===== config.mk =====
export PLATFORM = sky130hd
export DESIGN_NAME = fir_test_sequencer
export DESIGN_NICKNAME = d
export VERILOG_FILES = /design/src/rtl/fir_test_sequencer.sv
export SDC_FILE = /design/constraint.sdc
export NUM_CORES = 1
export LEC_CHECK = 0
export ABC_CLOCK_PERIOD_IN_PS = 2500
export BUFFER_PORTS_ARGS = -buffer_cell sky130_fd_sc_hd__buf_2
export CORE_UTILIZATION = 49
export CTS_CLUSTER_DIAMETER = 80
export DETAILED_ROUTE_END_ITERATION = 8
export PLACE_DENSITY = 0.84
export SKIP_CTS_REPAIR_TIMING = 1
export SYNTH_ARGS = -nofsm -noshare
export SYNTH_HDL_FRONTEND = slang
export SYNTH_SLANG_ARGS = --single-unit

===== constraint.sdc =====
create_clock -name system1000 -period 2.5 [get_ports system1000]
set_input_delay 0.125 -clock system1000 [delete_from_list [all_inputs] [get_ports system1000]]
set_output_delay 0.125 -clock system1000 [all_outputs]
set_load 0.005 [all_outputs]

===== src/rtl/fir_test_sequencer.sv =====
// Self-test sequencer for the FIR datapath: streams a stimulus ROM into the FIR,
// delays the input strobe by the FIR latency and checks each output against an expected ROM.
module fir_test_sequencer #(
    parameter int NUM_SAMPLES = 16,
    parameter int FIR_LATENCY = 4,
    parameter int ADDR_W      = 8,
    parameter int DATA_W      = 16
) (
    input  logic                     system1000,
    input  logic                     system1000_rst,
    input  logic                     start,
    input  logic                     abort,
    output logic [ADDR_W-1:0]        stim_addr,
    input  logic signed [DATA_W-1:0] stim_data,
    output logic signed [DATA_W-1:0] fir_in,
    output logic                     fir_in_valid,
    input  logic signed [DATA_W-1:0] fir_out,
    output logic [ADDR_W-1:0]        exp_addr,
    input  logic signed [DATA_W-1:0] exp_data,
    output logic                     busy,
    output logic                     done,
    output logic                     pass,
    output logic [15:0]              err_count,
    output logic [ADDR_W-1:0]        first_err_idx
);

    typedef enum logic [1:0] {IDLE, FEED, FLUSH, DONE} state_t;

    localparam logic [ADDR_W-1:0] LAST_IDX = ADDR_W'(NUM_SAMPLES - 1);

    state_t                 state;
    logic [FIR_LATENCY-1:0] vld_sr;
    logic                   chk;
    logic                   mismatch;
    logic                   last_chk;
    logic [15:0]            err_next;

    // stim_addr doubles as the input index and exp_addr as the output index.
    always_comb begin
        // NOTE: every always_comb output gets a value on every path, so no latch is inferred.
        chk      = vld_sr[FIR_LATENCY-1] && busy;
        mismatch = chk && (fir_out != exp_data);
        last_chk = chk && (exp_addr == LAST_IDX);
        err_next = err_count;
        if (mismatch && (err_count != 16'hFFFF)) begin
            err_next = err_count + 16'd1;
        end
        fir_in = fir_in_valid ? stim_data : '0;
    end

    always_ff @(posedge system1000) begin
        // NOTE: state uses non-blocking assignments so every register samples pre-edge values.
        if (system1000_rst) begin
            state         <= IDLE;
            stim_addr     <= '0;
            exp_addr      <= '0;
            fir_in_valid  <= 1'b0;
            busy          <= 1'b0;
            done          <= 1'b0;
            pass          <= 1'b0;
            err_count     <= '0;
            first_err_idx <= '1;
            vld_sr        <= '0;
        end else begin
            done   <= 1'b0;
            vld_sr <= (vld_sr << 1) | FIR_LATENCY'(fir_in_valid);

            // A compare in the abort cycle still counts; abort only stops further work.
            if (chk) begin
                err_count <= err_next;
                if (mismatch && (err_count == '0)) begin
                    first_err_idx <= exp_addr;
                end
                exp_addr <= exp_addr + ADDR_W'(1);
            end

            case (state)
                IDLE: begin
                    if (start) begin
                        state         <= FEED;
                        fir_in_valid  <= 1'b1;
                        busy          <= 1'b1;
                        stim_addr     <= '0;
                        exp_addr      <= '0;
                        err_count     <= '0;
                        pass          <= 1'b0;
                        first_err_idx <= '1;
                    end
                end
                FEED: begin
                    if (abort) begin
                        state        <= IDLE;
                        fir_in_valid <= 1'b0;
                        busy         <= 1'b0;
                        vld_sr       <= '0;
                    end else if (stim_addr == LAST_IDX) begin
                        state        <= FLUSH;
                        fir_in_valid <= 1'b0;
                    end else begin
                        stim_addr <= stim_addr + ADDR_W'(1);
                    end
                end
                FLUSH: begin
                    if (abort) begin
                        state  <= IDLE;
                        busy   <= 1'b0;
                        vld_sr <= '0;
                    end else if (last_chk) begin
                        state <= DONE;
                        busy  <= 1'b0;
                        done  <= 1'b1;
                        pass  <= (err_next == '0);
                    end
                end
                DONE: begin
                    state <= IDLE;
                end
                default: begin
                    state <= IDLE;
                end
            endcase
        end
    end

endmodule


==> impl_summary.txt, run 1 <==
----------------------------------------------------
[Run status]
  Result of the run ... completed

[GRT]
  Largest net degree at the start of global routing ... 25
  Initial antenna violation count ... 0
  GR Overflow Total ... 0
  Global-route usage over all layers ... 0.2327
  Via count of the first global-routing pass ... 2622
  Wire length of the first global-routing pass ... 11540 um

[Finish]
  Area used by multi-input combinational logic ... 0.001765 mm2
  Storage cell area ... 0.001002 mm2
  Most common library cell in the layout ignoring fill and taps ... sky130_fd_sc_hd__buf_2
  Number of fillers in the final layout ... 503
  Area added between synthesis and finish ... 25.27%
  Fraction of final layout cells sized beyond drive strength 1 ... 0.3122
  Final standard cell utilization of the core ... 0.6448
  Layout net count ... 517
  Most frequent cells in the layout ... sky130_fd_sc_hd__buf_2 (111), sky130_fd_sc_hd__nor2_1 (51), sky130_fd_sc_hd__dfxtp_1 (49)
  Ant diodes ... 0

[Detailed routing]
  Vias per Instance ... 5.372
  Total via count in the routed design ... 2847
  Number of DRC markers in iteration 0 ... 193
  Number of iterations in the first detailed-routing pass ... 4
  DRC violations left ... 0
  WL/cell ... 13.08 um
  Post-detailed-routing wire length ... 6932 um
  Number of routed nets with antenna violations ... 0

[Timing]
  Slew Limit Headroom ... 0.3804
  Post-route fraction of the period consumed by the critical path ... 0.9403
  Transition at the pin with the smallest max-transition slack ... 0.9294 ns
  Number of pins with negative max-slew slack in the final report ... 0
  Highest achievable clock rate ... 0.4254 GHz
  Unrepaired setup endpoints after global routing ... no
  Clock skew ... 0.01438 ns
  Fin Hold WS ... 0.1299 ns
  Shortest clock period the worst path allows after layout ... 2.351 ns
  Final total negative setup slack ... 0 ns
  Endpoints failing hold ... 0
  Final setup violation count ... 0

[Power and ir drop]
  Fraction of power consumed by combinational cells ... 0.145
  Max VDD drop ... 0.0002555 V
  Power dissipated by switching net loads ... 441.3 uW
  Power share of the clock group ... 0.326
  Fraction of power consumed by sequential logic ... 0.529
  Cell-internal power ... 1127 uW
  Leak pwr ... 0.001688 uW
  Pwr Density ... 433.7 mW/mm2
  Net switching share of the total power ... 0.2814

[Clock tree]
  Clk sinks ... 50
  Insertion delay to the later sink of the worst-skew pair ... 0.31 ns
  H-tree Lvls ... 2
  Root cell of the clock tree ... sky130_fd_sc_hd__clkbuf_8
  Worst-case clock buffer depth ... 2
  Cts bufs inserted ... 5
  CTS tree ... yes
  Clock-pin slew on the worst setup and hold paths ... 0.11 ns

[Job]
  Total of max-cap violations ... 0

[Worst hold path]
  Critical hold path startpoint ... system1000_rst
  Cell depth of the worst hold path ... 2
  Min-delay worst type ... in2reg
  Terminating pin of the worst hold path ... stim_addr[1]

[Critical path]
  Critical R2R Capture ... pass
  Arrival time of data at the critical path endpoint ... 2.60 ns
  Data required time at the worst endpoint ... 2.74 ns
  Launching element of the worst setup path ... err_count[1]
  Kind of cell adding the most delay to the critical path ... simple AND/OR/NAND/NOR gates
  Maximum single-stage delay on the critical path ... 0.59 ns
  Crit Reg-Reg Startpoint ... err_count[1]
  Critical path peak fanout ... 5
  Reg2reg path depth ... 8
  Critical path buffers and inverters ... 0
  Critical Path, Cell by Cell ... ha_2, nand4_4, or4_4, and2_4, a31o_1, a221oi_2, nand4_1, o31ai_2
  Element type at the critical path end ... flop
  Cell with the largest stage delay on the worst path ... sky130_fd_sc_hd__or4_4
  CP Launch Type ... flop
  Setup Crit Path Kind ... reg2reg
  Reg-to-reg setup timing slack ... 0.15 ns

[Die]
  Die Width ... 78.75 um
  Die outline area ... 0.006202 mm2
  Total number of placement rows ... 27
  Number of top-level pins ... 112
  Floorplan core area ... 0.005608 mm2
  Die Y-Extent ... 78.75 um
  Starting density of the core ... 0.5147

[Synth]
  Share of async-settable or async-resettable flops after synthesis ... 0
  Netlist area before placement ... 0.002887 mm2
  Yosys synthesis warning count ... 0
  Synthesized instance count ... 347
  Post-synthesis cell type count ... 49
  Total nets after synthesis ... 407
  Average size of a mapped cell ... 8.318 um2
  Seq cells post-synth ... 50
  Share of the yosys chip area belonging to registers ... 0.3468
  Count of flip-flops with a built-in enable after synthesis ... 0
  Dominant synthesized flop cell ... sky130_fd_sc_hd__dfxtp_1

[Place]
  RD Place Congestion ... 0.9362
  DP Wirelength ... 5312 um
  I/O Buffers ... 111

----------------------------------------------------
==> final cells by class <==
cell class | count | area share
clock inverter | 3 | 0.007958
sequential | 50 | 0.2772
timing repair buffer | 121 | 0.1744
tap | 72 | 0.02491
inverter | 8 | 0.008304
multi-input combinational | 271 | 0.4882
clock buffer | 5 | 0.01903
==> Yosys cell counts, types with 8 or more instances <==
cell type / n / share of area
sky130_fd_sc_hd__nor4_1: 8 / 0.017
sky130_fd_sc_hd__ha_1: 8 / 0.035
sky130_fd_sc_hd__nand4_1: 11 / 0.024
sky130_fd_sc_hd__and2_1: 21 / 0.046
sky130_fd_sc_hd__mux2i_1: 9 / 0.031
sky130_fd_sc_hd__nor2_1: 52 / 0.068
sky130_fd_sc_hd__nor3_1: 9 / 0.016
sky130_fd_sc_hd__a21oi_1: 11 / 0.019
sky130_fd_sc_hd__inv_1: 8 / 0.010
sky130_fd_sc_hd__dfxtp_1: 50 / 0.35
sky130_fd_sc_hd__xor2_1: 31 / 0.094
sky130_fd_sc_hd__clkbuf_1: 8 / 0.010
sky130_fd_sc_hd__nand2_1: 29 / 0.038
sky130_fd_sc_hd__nand3_1: 9 / 0.016
sky130_fd_sc_hd__xnor2_1: 16 / 0.049
==> worst max-delay path by stage <==
stage | endpoint | slack [ns] | depth (start not counted)
after global routing | pass | 0.04 | 8
after detailed placement | pass | 0.09 | 8
final | pass | 0.15 | 8
after global placement | pass | 0.17 | 8
after CTS | pass | 0.08 | 8
after floorplan | pass | 0.21 | 9
==> cells by family after synthesis <==
family / after synthesis / synth area share
fa+ha+maj: 8 / 0.03468
compound gates: 37 / 0.08886
flops: 50 / 0.3468
simple gates: 169 / 0.3086
xor+xnor: 47 / 0.1426
buf+inv: 26 / 0.04335
mux: 10 / 0.03511
==> metrics by stage <==
stage	area [um2]	setup slack (ns)	cells	total power, uW
after CTS	3610	0.07653	530	1586
after global routing	3616	0.04441	530	1648
final	3616	0.1493	530	1568
after global placement	3512	0.1746	522	1066
after detailed placement	3512	0.08979	522	1077
after floorplan	2887	0.2060	347	975.3
==> power by group through the flow <==
stage / clock [uW] / combinational (uW) / sequential [uW]
CTS: 526 / 230 / 831
floorplan: 0 / 135 / 840
global placement: 0 / 219 / 847
global route: 558 / 256 / 834
detailed placement: 0 / 228 / 849
finish: 511 / 227 / 830
==> routing by layer <==
| layer | wire, um | track usage |
|---|---|---|
| met1 | 2864 | 0.2729 |
| met2 | 3474 | 0.4165 |
| met3 | 390 | 0.03793 |
| met4 | 202 | 0.09815 |
| met5 | 0 | 0 |
==> worst reg2reg max path: cells and delay by family (launching register included) <==
kind / cells / cell delay [ns]
fa+ha+maj: 1 / 0.23
compound gates: 3 / 0.63
simple gates: 4 / 1.05
flops: 1 / 0.39
==> sequential cells by signal (all words and copies together), names as in the netlist <==
| name | count |
|---|---|
| done | 1 |
| state | 2 |
| stim_addr | 8 |
| fir_in_valid | 1 |
| exp_addr | 8 |
| first_err_idx | 8 |
| pass | 1 |
| busy | 1 |
| err_count | 16 |
| vld_sr | 4 |
Note: power is estimated with default switching activity, not from simulation.
==> run 2, diff against run 1 <==
- CORE_MARGIN: unset -> 3
- CTS_CLUSTER_SIZE: unset -> 20
==> run 2 against run 1 <==
Net effect:
- total power is 5.4% higher
- critical endpoint unchanged
- register-to-register slack hardly changed
- maximum frequency is 0.64% higher
- clock-buffer cell count stayed put
- critical path depth stayed put
- sequential share of layout area is 0.13 points lower
- final area is 0.73% higher
- via count hardly changed
- highest routed layer unchanged
- largest cell class unchanged
- largest power group unchanged
- first-iteration DRC count is 45% lower
==> impl_summary.txt, run 2 (synthesized netlist as in run 1, its figures left out) <==
----------------------------------------------------
[Critical path]
  Critical Path, Cell by Cell ... ha_1, nand4_4, or4_4, nand3_2, nor2_1, or3_1, a21bo_1, o31ai_2
  Reg-to-reg setup timing slack ... 0.16 ns
  Critical R2R Capture ... pass
  Element type at the critical path end ... flop
  Maximum single-stage delay on the critical path ... 0.58 ns
  CP Launch Type ... flop
  Launching element of the worst setup path ... err_count[1]
  Crit Reg-Reg Startpoint ... err_count[1]
  Arrival time of data at the critical path endpoint ... 2.56 ns
  Cell with the largest stage delay on the worst path ... sky130_fd_sc_hd__or4_4
  Critical path buffers and inverters ... 0
  Data required time at the worst endpoint ... 2.73 ns
  Reg2reg path depth ... 8
  Kind of cell adding the most delay to the critical path ... simple AND/OR/NAND/NOR gates
  Setup Crit Path Kind ... reg2reg
  Critical path peak fanout ... 5

[Place]
  I/O Buffers ... 111
  Total instance count after detailed placement ... 523
  DP Wirelength ... 5573 um
  RD Place Congestion ... 0.9178
  Standard cell area after detailed placement ... 0.003520 mm2

[Die]
  Number of top-level pins ... 112
  Die Y-Extent ... 82.75 um
  Starting density of the core ... 0.5147
  Floorplan core area ... 0.005608 mm2
  Die Width ... 82.75 um
  Total number of placement rows ... 27
  Die outline area ... 0.006848 mm2

[Finish]
  Register with the most flip-flops ... err_count
  Total non-filler cell area in the finished layout ... 0.003642 mm2
  Area added between synthesis and finish ... 26.18%
  Layout net count ... 518
  Ant diodes ... 0
  Cell Count, Final, Fillers Out ... 531
  Most frequent cells in the layout ... sky130_fd_sc_hd__buf_2 (111), sky130_fd_sc_hd__nor2_1 (51), sky130_fd_sc_hd__dfxtp_1 (47)
  Final standard cell utilization of the core ... 0.6495
  Most common library cell in the layout ignoring fill and taps ... sky130_fd_sc_hd__buf_2
  Flip-flop count of the largest register after layout ... 16
  Fraction of final layout cells sized beyond drive strength 1 ... 0.3159

[Detailed routing]
  Number of routed nets with antenna violations ... 0
  DRC violations left ... 0
  Number of DRC markers in iteration 0 ... 106
  Vias per Instance ... 5.358
  Number of iterations in the first detailed-routing pass ... 4
  WL/cell ... 13.51 um
  Total via count in the routed design ... 2845
  Post-detailed-routing wire length ... 7176 um

[Clock tree]
  CTS tree ... yes
  Cts bufs inserted ... 5
  Root cell of the clock tree ... sky130_fd_sc_hd__clkbuf_8
  Worst-case clock buffer depth ... 2
  H-tree Lvls ... 2
  Clock-pin slew on the worst setup and hold paths ... 0.10 ns
  Clk sinks ... 50
  Insertion delay to the later sink of the worst-skew pair ... 0.31 ns

[GRT]
  Global-route usage over all layers ... 0.2152
  Largest net degree at the start of global routing ... 25
  Initial antenna violation count ... 0
  Via count of the first global-routing pass ... 2653
  GR Overflow Total ... 0
  Wire length of the first global-routing pass ... 11540 um

[Worst hold path]
  Cell depth of the worst hold path ... 2
  Terminating pin of the worst hold path ... fir_in_valid
  Min-delay worst type ... in2reg
  Critical hold path startpoint ... system1000_rst

[Power and ir drop]
  Pwr Density ... 453.9 mW/mm2
  Cell-internal power ... 1221 uW
  Leak pwr ... 0.001703 uW
  Net switching share of the total power ... 0.2613
  Fraction of power consumed by combinational cells ... 0.139
  Power dissipated by switching net loads ... 432.0 uW
  Fraction of power consumed by sequential logic ... 0.502
  Power share of the clock group ... 0.359
  Max VDD drop ... 0.0002888 V

[Run status]
  Result of the run ... completed

[Timing]
  Endpoints failing hold ... 0
  Fin Hold WS ... 0.1355 ns
  Number of pins with negative max-slew slack in the final report ... 0
  Shortest clock period the worst path allows after layout ... 2.336 ns
  Unrepaired setup endpoints after global routing ... no
  Slew Limit Headroom ... 0.3925
  Final setup violation count ... 0
  Clock skew ... 0.01132 ns
  Highest achievable clock rate ... 0.4281 GHz
  Transition at the pin with the smallest max-transition slack ... 0.9113 ns
  Final total negative setup slack ... 0 ns
  Post-route fraction of the period consumed by the critical path ... 0.9343

[Job]
  Total of max-cap violations ... 0

----------------------------------------------------
run 2: cell type report:
cell class | instances | area [um2]
fill | 513 | 1966
multi-input combinational | 271 | 1763
sequential | 50 | 1005
timing repair buffer | 122 | 638.1
tap | 72 | 90.09
clock buffer | 5 | 68.82
clock inverter | 3 | 47.55
inverter | 8 | 30.03
run 2: how the worst max path moves through the flow:
stage           end  cells past startpoint
6_report       pass                      8
5_1_grt        pass                      8
4_1_cts        pass                      8
3_5_place_dp   pass                      8
3_3_place_gp   pass                      8
2_1_floorplan  pass                      9
run 2: power groups by stage:
stage	clock (uW)	combinational, uW	sequential (uW)
after floorplan	0	135	840
after global placement	0	221	847
after detailed placement	0	229	848
after CTS	602	230	830
after global routing	644	259	834
final	594	229	830
run 2: routing by layer:
layer  track usage  vias up  part of all wire
met5             0        -                 0
met2        0.3702      113              0.49
met4       0.06699        0             0.017
met3       0.04338       14             0.066
met1        0.2695     1305              0.43
li1              -     1413                 -
run 2: stage by stage:
stage	setup WS (ns)	power [uW]
floorplan	0.2060	975.3
global placement	0.1877	1068
detailed placement	0.1247	1077
CTS	0.08523	1662
global route	0.01060	1737
finish	0.1643	1653
==> run 3, diff against run 2 <==
- ABC_CLOCK_PERIOD_IN_PS: 2500 -> unset
- HOLD_SLACK_MARGIN: unset -> 0.03
- clock period: 2.5 -> 2.4 ns (I/O delays scaled with it)
==> run 3 against run 2 <==
Net effect:
- final cell count grew 1.5%
- worst setup slack worse by 0.026 ns
- first-iteration DRC count up 62%
- largest cell class unchanged
- critical path depth unchanged
- clock power up 4.2%
- total power rose by 4.6%
- critical path type unchanged
- highest routed layer unchanged
- final area grew 1.9%
- wire length rose by 0.61%
- via count grew 2.5%
==> impl_summary.txt, run 3 (synthesized netlist as in run 1, its figures left out) <==
----------------------------------------------------
[Critical path]
  Critical path peak fanout ... 5
  Data required time at the worst endpoint ... 2.63 ns
  Arrival time of data at the critical path endpoint ... 2.50 ns
  Setup Crit Path Kind ... reg2reg
  Element type at the critical path end ... flop
  CP Launch Type ... flop

[Power and ir drop]
  Cell-internal power ... 1280 uW
  Max VDD drop ... 0.0002566 V
  Final Total Pwr ... 1728 uW
  Pwr Density ... 465.7 mW/mm2
  Power dissipated by switching net loads ... 448.8 uW
  Fraction of power consumed by combinational cells ... 0.141
  Leak pwr ... 0.001755 uW
  Power share of the clock group ... 0.358
  Net switching share of the total power ... 0.2597
  Fraction of power consumed by sequential logic ... 0.501

[GRT]
  Global-route usage over all layers ... 0.2154
  GR Overflow Total ... 0
  Initial antenna violation count ... 0
  Wire length of the first global-routing pass ... 11570 um
  Largest net degree at the start of global routing ... 25
  Via count of the first global-routing pass ... 2617

[Detailed routing]
  Total via count in the routed design ... 2917
  Number of routed nets with antenna violations ... 0
  Post-detailed-routing wire length ... 7220 um
  Number of DRC markers in iteration 0 ... 172
  DRC violations left ... 0
  Number of iterations in the first detailed-routing pass ... 5
  WL/cell ... 13.40 um
  Vias per Instance ... 5.412

[Finish]
  Register with the most flip-flops ... err_count
  Cell Count, Final, Fillers Out ... 539
  Number of fillers in the final layout ... 478
  Most common library cell in the layout ignoring fill and taps ... sky130_fd_sc_hd__buf_2
  Area added between synthesis and finish ... 28.57%
  Layout net count ... 526
  Ant diodes ... 0
  Fraction of final layout cells sized beyond drive strength 1 ... 0.3255
  Flip-flop count of the largest register after layout ... 16
  Most frequent cells in the layout ... sky130_fd_sc_hd__buf_2 (111), sky130_fd_sc_hd__nor2_1 (52), sky130_fd_sc_hd__dfxtp_1 (48)

[Timing]
  Transition at the pin with the smallest max-transition slack ... 0.6692 ns
  Clock skew ... 0.006181 ns
  Final total negative setup slack ... 0 ns
  Post-route fraction of the period consumed by the critical path ... 0.9423
  Endpoints failing hold ... 0
  Shortest clock period the worst path allows after layout ... 2.261 ns
  Crit path setup slack, layout ... 0.1386 ns
  Number of pins with negative max-slew slack in the final report ... 0
  Highest achievable clock rate ... 0.4422 GHz
  Final setup violation count ... 0
  Slew Limit Headroom ... 0.5539

[Job]
  Total of max-cap violations ... 0

[Clock tree]
  Insertion delay to the later sink of the worst-skew pair ... 0.31 ns
  H-tree Lvls ... 2
  Root cell of the clock tree ... sky130_fd_sc_hd__clkbuf_8
  Worst-case clock buffer depth ... 2
  Clock-pin slew on the worst setup and hold paths ... 0.10 ns
  Clk sinks ... 50
  Cts bufs inserted ... 5
  CTS tree ... yes

[Place]
  DP Wirelength ... 5536 um
  RD Place Congestion ... 0.9351
  I/O Buffers ... 111
  Total instance count after detailed placement ... 531
  Worst slack, placed ... 0.1344 ns

[Die]
  Die Width ... 82.75 um
  Number of top-level pins ... 112
  Total number of placement rows ... 27
  Die Y-Extent ... 82.75 um
  Floorplan core area ... 0.005608 mm2
  Die outline area ... 0.006848 mm2
  Starting density of the core ... 0.5147

[Run status]
  Result of the run ... completed

[Worst hold path]
  Min-delay worst type ... in2reg

----------------------------------------------------
==> run 3: cell types whose count changed in the layout (fill, tap and decap cells not counted), sizes merged <==
cell	delta
buf	+8
clkinvlp	+1
clkinv	-1
==> run 3: area by class of cell <==
cell class                      count  area (um2)  share of cell area
Inverter                            8       30.03            0.008092
Timing Repair Buffer              130       698.2              0.1881
Tap cell                           72       90.09             0.02428
Multi-Input combinational cell    271        1772              0.4774
Sequential cell                    50        1003              0.2704
Clock inverter                      3       48.80             0.01315
Clock buffer                        5       68.82             0.01854
==> run 3: layer usage <==
layer	vias up	part of all wire	global-route usage
li1	1423	-	-
met1	1351	0.41	0.2613
met2	139	0.51	0.3910
met3	4	0.075	0.03796
met4	0	0.0089	0.05392
met5	-	0	0
==> run 3: worst paths after layout <==
| kind | startpoint | endpoint | slack, ns | cells past startpoint |
|---|---|---|---|---|
| worst min register to register | vld_sr[1] | vld_sr[2] | 0.44 | 1 |
| worst max-delay path | err_count[1] | pass | 0.14 | 8 |
| worst min-delay path | system1000_rst | stim_addr[1] | 0.13 | 2 |
| worst max register to register | err_count[1] | pass | 0.14 | 8 |
==> run 3: power groups by stage <==
stage	combinational [uW]	sequential (uW)	clock [uW]
2_1_floorplan	141	875	0
3_3_place_gp	238	882	0
3_5_place_dp	245	884	0
4_1_cts	246	865	629
5_1_grt	276	870	663
6_report	244	865	619
==> run 3: critical path, stage by stage (launching register included) <==
cell and delay, ns:
sky130_fd_sc_hd__dfxtp_1 0.36, sky130_fd_sc_hd__ha_2 0.21, sky130_fd_sc_hd__nand4_4 0.13, sky130_fd_sc_hd__or4_4 0.58, sky130_fd_sc_hd__and2_4 0.17, sky130_fd_sc_hd__a31o_1 0.21, sky130_fd_sc_hd__a221oi_2 0.21, sky130_fd_sc_hd__nand4_1 0.15
sky130_fd_sc_hd__o31ai_2 0.18
==> run 3: through the flow <==
step | util | instance area (um2) | hold slack [ns]
floorplan | - | 2887 | 0.2110
global placement | 0.6383 | 3580 | 0.4121
detailed placement | 0.6383 | 3580 | 0.4190
CTS | 0.6593 | 3697 | 0.1273
global route | 0.6618 | 3711 | 0.1258
finish | 0.6618 | 3711 | 0.1294
